$ cat config.mk
export PLATFORM = sky130hd
export DESIGN_NAME = serial_add_sub
export DESIGN_NICKNAME = d
export VERILOG_FILES = /design/src/rtl/serial_add_sub.sv
export SDC_FILE = /design/constraint.sdc
export NUM_CORES = 1
export LEC_CHECK = 0
export BUFFER_PORTS_ARGS = -buffer_cell sky130_fd_sc_hd__buf_2
export CORE_MARGIN = 2
export CORE_UTILIZATION = 40
export CTS_CLUSTER_DIAMETER = 100
export DETAILED_ROUTE_END_ITERATION = 10
export PLACE_DENSITY_LB_ADDON = 0.08
export SKIP_CTS_REPAIR_TIMING = 1
export SLEW_MARGIN = 20
export SYNTH_ARGS = -nofsm -noshare
export SYNTH_HDL_FRONTEND = slang
export SYNTH_SLANG_ARGS = --single-unit
$ cat constraint.sdc
create_clock -name clk -period 4.25 [get_ports clk]
set_input_delay 0 -clock clk [delete_from_list [all_inputs] [get_ports clk]]
set_output_delay 0 -clock clk [all_outputs]
set_load 0.03 [all_outputs]
$ cat src/rtl/serial_add_sub.sv
// -----------------------------------------------------------------------------
// serial_add_sub
//   Bit-serial adder/subtractor. Operands are accepted over a valid/ready
//   handshake, processed LSB first through a single full-adder cell with a
//   registered carry (one bit per clock), and the result is returned over a
//   second valid/ready handshake. Subtraction is a + ~b + (cin ^ 1), so cin
//   acts as a borrow-in and cout = 1 means "no borrow".
//
// Ports
//   clk        rising-edge clock
//   rst_n      asynchronous active-low reset
//   in_valid   operand request
//   in_ready   operands can be accepted (IDLE only)
//   a, b       WIDTH-bit operands
//   cin        carry-in (add) / borrow-in (sub)
//   sub        0: a+b+cin, 1: a-b-cin
//   out_valid  result available (DONE)
//   out_ready  consumer accepts result
//   sum        WIDTH-bit result, held until the next DONE entry
//   cout       carry out of the MSB
//   ovf        two's-complement overflow
//   busy       high in BUSY or DONE
// -----------------------------------------------------------------------------
module serial_add_sub #(
  parameter  int WIDTH = 8,
  localparam int CNT_W = (WIDTH > 1) ? $clog2(WIDTH) : 1
) (
  input  logic             clk,
  input  logic             rst_n,
  input  logic             in_valid,
  output logic             in_ready,
  input  logic [WIDTH-1:0] a,
  input  logic [WIDTH-1:0] b,
  input  logic             cin,
  input  logic             sub,
  output logic             out_valid,
  input  logic             out_ready,
  output logic [WIDTH-1:0] sum,
  output logic             cout,
  output logic             ovf,
  output logic             busy
);

  typedef enum logic [1:0] {IDLE = 2'd0, BUSY = 2'd1, DONE = 2'd2} state_t;

  state_t             state_q, state_d;
  logic [WIDTH-1:0]   a_sh_q, a_sh_d;
  logic [WIDTH-1:0]   b_sh_q, b_sh_d;
  logic [WIDTH-1:0]   acc_q, acc_d;
  logic               carry_q, carry_d;
  logic [CNT_W-1:0]   cnt_q, cnt_d;
  logic [WIDTH-1:0]   sum_q, sum_d;
  logic               cout_q, cout_d;
  logic               ovf_q, ovf_d;

  logic               bit_s, bit_c, last_bit;

  function automatic logic fa_sum(input logic x, input logic y, input logic c);
    return x ^ y ^ c;
  endfunction

  function automatic logic fa_carry(input logic x, input logic y, input logic c);
    return (x & y) | (x & c) | (y & c);
  endfunction

  assign bit_s    = fa_sum(a_sh_q[0], b_sh_q[0], carry_q);
  assign bit_c    = fa_carry(a_sh_q[0], b_sh_q[0], carry_q);
  assign last_bit = (cnt_q == CNT_W'(WIDTH - 1));

  // State register and datapath registers
  always_ff @(posedge clk or negedge rst_n) begin
    if (!rst_n) begin
      state_q <= IDLE;
      a_sh_q  <= '0;
      b_sh_q  <= '0;
      acc_q   <= '0;
      carry_q <= 1'b0;
      cnt_q   <= '0;
      sum_q   <= '0;
      cout_q  <= 1'b0;
      ovf_q   <= 1'b0;
    end else begin
      state_q <= state_d;
      a_sh_q  <= a_sh_d;
      b_sh_q  <= b_sh_d;
      acc_q   <= acc_d;
      carry_q <= carry_d;
      cnt_q   <= cnt_d;
      sum_q   <= sum_d;
      cout_q  <= cout_d;
      ovf_q   <= ovf_d;
    end
  end

  // Next-state logic; in_ready is only high in IDLE, so in_valid alone
  // qualifies an accept there.
  always_comb begin
    state_d = state_q;
    case (state_q)
      IDLE:    if (in_valid)  state_d = BUSY;
      BUSY:    if (last_bit)  state_d = DONE;
      DONE:    if (out_ready) state_d = IDLE;
      default:                state_d = IDLE;
    endcase
  end

  // Datapath next-state: operand latch on accept, one serial bit per BUSY edge
  always_comb begin
    a_sh_d  = a_sh_q;
    b_sh_d  = b_sh_q;
    acc_d   = acc_q;
    carry_d = carry_q;
    cnt_d   = cnt_q;
    sum_d   = sum_q;
    cout_d  = cout_q;
    ovf_d   = ovf_q;
    case (state_q)
      IDLE: begin
        if (in_valid) begin
          a_sh_d  = a;
          b_sh_d  = sub ? ~b : b;
          carry_d = cin ^ sub;
          cnt_d   = '0;
        end
      end
      BUSY: begin
        a_sh_d  = {1'b0, a_sh_q[WIDTH-1:1]};
        b_sh_d  = {1'b0, b_sh_q[WIDTH-1:1]};
        acc_d   = {bit_s, acc_q[WIDTH-1:1]};
        carry_d = bit_c;
        cnt_d   = cnt_q + CNT_W'(1);
        if (last_bit) begin
          // On the MSB, carry_q is the carry into the MSB and bit_c the
          // carry out; their difference flags signed overflow.
          sum_d  = {bit_s, acc_q[WIDTH-1:1]};
          cout_d = bit_c;
          ovf_d  = bit_c ^ carry_q;
        end
      end
      default: ;
    endcase
  end

  // Outputs decoded from the registered state only
  always_comb begin
    in_ready  = (state_q == IDLE);
    busy      = (state_q != IDLE);
    out_valid = (state_q == DONE);
    sum       = sum_q;
    cout      = cout_q;
    ovf       = ovf_q;
  end

endmodule

==> results.cfg, run 1 <==
[synthesis]
yosysWarnings = 0
syn_avg_cell_area_sq_um = 12.13
synth_ff_type = dfrtp_1
yosysTopAreaCellShare_pct = 55.08
synth_top_cell_by_area = dfrtp_1
yosysUniqueCellTypes = 28
seq_area_frac_synth_pct = 55.08
yosys-top-cells-count = dfrtp_1, mux2_2, nand2_1
netlist_instances = 146
syn_area_sq_mm = 0.001772
yosys-top-cells-area = dfrtp_1, mux2_2, xnor2_1, a221o_2, o21ai_0
async_reset_ff_share_pct = 100.0
yosys.cell_count.top_type = dfrtp_1
synth_edf_count = 0
synth.net_count = 171
synth_seq_cells = 39

[setup_path]
cp_data_arrival_time_ns = 2.20
critPathKind = reg -> reg
crit_path_start_kind = register
critPathRequiredTime_ns = 4.42
end_kind = register
crit_fanout = 23

[routing]
drcViolationCount = 0
wl_per_cell_um = 13.56
num_vias = 1164
wl_mm = 3.145
postRouteAntennaNets = 0
first_pass_iters = 4
drt_iter0_drc = 50
viasPerCell = 5.017

[global_routing]
antenna_found_initial = 0
grt_max_degree = 40
grt_use_total_pct = 14.08
grt_first_pass_wirelength_mm = 5.547
grt_pass1_vias = 1193
overflow = 0

[die]
fp.dieW_um = 70.55
rows = 24
io_pins = 35
core_sq_mm = 0.004324
start_util_pct = 40.97
die_area_sq_mm = 0.004977
die_y_um = 70.55

[power]
power.switching_uw = 537.1
clockPowerShare_pct = 20.9
power_density_mw_per_mm2 = 731.0
intPower_uw = 982.9
seq_power_share_pct = 42.8
vdd_drop_max_mv = 0.2391
sw_frac_of_total_pct = 35.34
leakage_uw = 0.0009872
pwr-share-comb_pct = 36.3
power.total_uw = 1520

[worst_hold_path]
hold_class = in -> reg

[place]
place.gp.congestion = 0.6780
io_buffers = 34
dp.cells = 222
hpwl_mm = 2.144
preCtsSetupSlack_ns = 2.254

[timing]
maxSlewViolCount = 0
worstMarginPinSlew_ns = 0.8741
fin_crit_sh_pct = 47.58
slew_headroom_pct = 41.73
rsz0062_at_grt = false
hold_viol = 0
setup_tns_ns = 0
finalClockSkew_ns = 0.005652
fin_ws_ns = 2.228
finalSetupViolations = 0
fmax_mhz = 494.5
fin_crit_ns = 2.022

[clocking]
clk_latency_ns = 0.29
cts_htree_levels = 2
ctsRootBufferMaster = clkbuf_8
clock_sinks = 39
cts_buffers = 5
cts_tree = yes
path_clk_slew_ns = 0.07
clockBufferDepth = 2

[finish]
drive_gt1_share_pct = 37.78
areaGrowthSynthToFinish_pct = 17.37
seq_area_sq_um = 975.9
diodes = 0
instances_no_fill = 232
multi_input_comb_area_sq_um = 719.4
fillers = 419
nets = 204

[run_status]
status = complete, no violations

[flow_run]
cap_violations = 0
-- path summary, 6_finish.rpt --
kind	start	to	slack, ns	cells past startpoint
max	state_q[0]$_DFFE_PN0P_	acc_q[2]$_DFFE_PN0P_	2.23	2
min	a[4]	a_sh_q[4]$_DFFE_PN0P_	0.006	3
max reg2reg	state_q[0]$_DFFE_PN0P_	acc_q[2]$_DFFE_PN0P_	2.23	2
min reg2reg	ovf$_DFFE_PN0P_	ovf$_DFFE_PN0P_	0.48	2
max in group asynchronous	rst_n	cnt_q[1]$_DFFE_PN0P_	3.34	2
min in group asynchronous	rst_n	sum[2]$_DFFE_PN0P_	0.37	2
-- metal layers --
layer  vias up  share of wire [%]  track usage [%]
met5         -                  0                0
met4         0                1.3            4.403
met3         5                4.6            4.131
met2        27                 47            22.33
met1       554                 47            18.86
li1        578                  -                -
-- critical path, cell delays in order (launching register included) --
cell and delay, ns:
dfrtp_1 0.76, nor2b_2 0.74, mux2_2 0.41
-- power groups by stage --
| stage | Sequential, uW | Clock (uW) | Combinational, uW |
|---|---|---|---|
| finish | 650 | 318 | 552 |
| global route | 678 | 346 | 607 |
| CTS | 653 | 327 | 560 |
| detailed placement | 659 | 0 | 563 |
| global placement | 654 | 0 | 544 |
| floorplan | 701 | 0 | 392 |
-- cells by family (layout without fill, tap and decap cells) --
kind of cell | after synthesis | after routing | share of synthesized area (%)
AOI/OAI and AO/OA | 32 | 32 | 13.06
adders and majority gates | 3 | 3 | 2.542
xor gates and xnor gates | 10 | 10 | 4.944
muxes | 17 | 17 | 10.80
DFF | 39 | 39 | 55.08
buffers and inverters | 13 | 47 | 4.449
and+or+nand+nor | 32 | 32 | 9.110
-- cell usage in the layout, fill, tap and decap left out, types with 2 or more instances in the layout --
cell           Yosys  final
a22o_1             2      2
nand3_1            2      2
a21oi_1            4      4
dlygate4sd3_1      0      2
and2b_1            2      2
o211ai_1           2      2
nand2_1           12     12
o21ai_0           10     10
dfrtp_1           39     39
clkbuf_8           0      6
xnor2_1            9      9
buf_2              6     34
a221o_2            6      6
mux2_2            17     17
ha_1               2      2
inv_1              3      3
and3b_1            3      3
a31oi_1            2      2
a22oi_1            4      4
nor2_1             8      8
-- flip-flops by register name, indices dropped and copies added (netlist names) --
signal	cells
state_q	2
b_sh_q	8
a_sh_q	8
carry_q	1
cout	1
acc_q	7
sum	8
ovf	1
cnt_q	3
-- final cells by class --
type	count	share of cell area, %
Sequential cell	39	46.93
Tap cell	52	3.129
Multi-Input combinational cell	94	34.60
Inverter	3	0.5415
Clock inverter	2	1.685
Timing Repair Buffer	36	9.146
Clock buffer	6	3.971
-- through the flow --
stage	util, %	hold slack [ns]	area (sq um)
after CTS	47.63	-0.1472	2059
final	48.09	0.006042	2079
after global routing	48.09	0.02216	2079
after floorplan	-	-0.2956	1772
after global placement	44.85	0.1583	1939
after detailed placement	44.91	0.1658	1942
(Power assumes the default switching activity.)
==> inputs of run 2 (changes only) <==
Settings changed: ABC_AREA from default to 1.
Clock period 4.25 ns to 1.9 ns, I/O delays scaled along.
==> run 2 against run 1 <==
  * The run now ends with negative hold slack left
  * Non-clock buffer count grew 6
  * Combinational power grew 130%
  * Clock skew shrank 0.0015 ns
  * Die area grew 3.1%
  * Synthesized area grew 3.2%
  * Critical path type unchanged
  * Largest power group unchanged
==> results.cfg, run 2 <==
[synthesis]
yosysWarnings = 0
syn_avg_cell_area_sq_um = 8.391
yosys.cell_count.top_type = nand2_1
seq_area_frac_synth_pct = 53.35
async_reset_ff_share_pct = 100.0
yosys-top-cells-count = nand2_1, nand3_1, dfrtp_1
yosysTopAreaCellShare_pct = 53.35
syn_area_sq_mm = 0.001829
netlist_instances = 218
synth_ff_type = dfrtp_1
synth_seq_cells = 39
synth_edf_count = 0
yosys-top-cells-area = dfrtp_1, nand2_1, nand3_1, inv_1, o21ai_2
yosysUniqueCellTypes = 19
synth.net_count = 243
synth_top_cell_by_area = dfrtp_1

[finish]
seq_area_sq_um = 975.9
instances_no_fill = 311
nets = 283
fillers = 450
diodes = 0
multi_input_comb_area_sq_um = 726.9
final_cell_mix = nand2_1, nand3_1, dfrtp_1, buf_2, inv_1
drive_gt1_share_pct = 20.85
areaGrowthSynthToFinish_pct = 18.88
final_common_cell = nand2_1

[routing]
drt_iter0_drc = 73
wl_mm = 3.508
postRouteAntennaNets = 0
first_pass_iters = 4
viasPerCell = 4.814
wl_per_cell_um = 11.28
num_vias = 1497
drcViolationCount = 0

[run_status]
status = finished with violations
violations = negative hold slack

[timing]
fin_crit_ns = 1.488
finalClockSkew_ns = 0.004118
setup_tns_ns = 0
rsz0062_at_grt = false
fmax_mhz = 671.9
maxSlewViolCount = 0
slew_headroom_pct = 42.64
finalSetupViolations = 0
worstMarginPinSlew_ns = 0.8604
hold_ws_ns = -0.02302
fin_crit_sh_pct = 78.34
hold_viol = 4

[power]
power.total_uw = 3156
leakage_uw = 0.001196
power_density_mw_per_mm2 = 1451
vdd_drop_max_mv = 0.5384

[global_routing]
overflow = 0
grt_use_total_pct = 15.26
grt_first_pass_wirelength_mm = 6.141
grt_max_degree = 40
antenna_found_initial = 0
grt_pass1_vias = 1388

[place]
hpwl_mm = 2.300
place.gp.congestion = 0.6891
dp.cells = 296
io_buffers = 34

[worst_hold_path]
hp-start = a[6]
hold_class = in -> reg
min_delay_path_depth = 3
min_to = a_sh_q[6]$_DFFE_PN0P_

[setup_path]
critPathRequiredTime_ns = 2.05
r2r-start = state_q[1]$_DFFE_PN0P_
end_kind = register
crit_fanout = 20
cp_data_arrival_time_ns = 1.64
critPathKind = reg -> reg
r2r_cells = 4
crit_path_start_kind = register
regToRegSetupSlack_ns = 0.41
rr_endpoint = cnt_q[0]$_DFFE_PN0P_

[die]
die_area_sq_mm = 0.005130
rows = 24
fp.dieW_um = 71.63
core_sq_mm = 0.004384
start_util_pct = 41.72
io_pins = 35
die_y_um = 71.63

[clocking]
cts_buffers = 5
clock_sinks = 39
cts_tree = yes
ctsRootBufferMaster = clkbuf_8
path_clk_slew_ns = 0.07
clk_latency_ns = 0.29
cts_htree_levels = 2
clockBufferDepth = 2

[flow_run]
cap_violations = 0
-- run 2: through the flow --
stage,setup WS [ns],instance area (sq um),utilization [%]
6_report,0.4116,2175,49.60
5_1_grt,0.2867,2175,49.60
4_1_cts,0.4251,2105,48.00
3_5_place_dp,0.4365,2021,46.09
3_3_place_gp,0.4722,2021,46.09
2_1_floorplan,0.5529,1829,-
-- run 2: cell families after synthesis --
family / after synthesis / synth area share (%)
and+or+nand+nor: 128 / 30.23
DFF: 39 / 53.35
buffers and inverters: 29 / 6.908
AOI/OAI and AO/OA: 17 / 6.088
adders and majority gates: 3 / 2.462
xor gates and xnor gates: 2 / 0.9578
-- run 2: worst max-delay path, stage by stage (launching register included) --
cell and delay [ns]:
dfrtp_1 0.43, inv_1 0.15, nand2_1 0.45, nand3_1 0.23, o21ai_0 0.10
-- run 2: metal layers --
layer  wire [um]  vias up  global-route usage, %
met5           0        -                      0
met4          51        0                  5.031
met3         120        6                  4.641
met2        1627       19                  25.41
met1        1710      698                  18.96
li1            -      774                      -
-- run 2: area by class of cell --
class	instances	share of cell area [%]
Sequential cell	39	44.88
Multi-Input combinational cell	150	33.43
Timing Repair Buffer	42	11.39
Inverter	20	3.452
Clock buffer	5	3.165
Tap cell	52	2.992
Clock inverter	3	0.6904
-- run 2: report_power, final --
group | switching, uW | internal (uW)
Combinational | 846 | 414
Clock | 286 | 251
Sequential | 188 | 1170
Total | 1320 | 1840
-- run 2: worst max path at each step --
stage	slack (ns)	startpoint	endpoint
finish	0.41	state_q[1]$_DFFE_PN0P_	cnt_q[0]$_DFFE_PN0P_
floorplan	0.55	state_q[1]$_DFFE_PN0P_	a_sh_q[0]$_DFFE_PN0P_
global placement	0.47	state_q[1]$_DFFE_PN0P_	cnt_q[0]$_DFFE_PN0P_
detailed placement	0.44	state_q[1]$_DFFE_PN0P_	b_sh_q[2]$_DFFE_PN0P_
global route	0.29	state_q[1]$_DFFE_PN0P_	a_sh_q[4]$_DFFE_PN0P_
CTS	0.43	state_q[1]$_DFFE_PN0P_	b_sh_q[2]$_DFFE_PN0P_
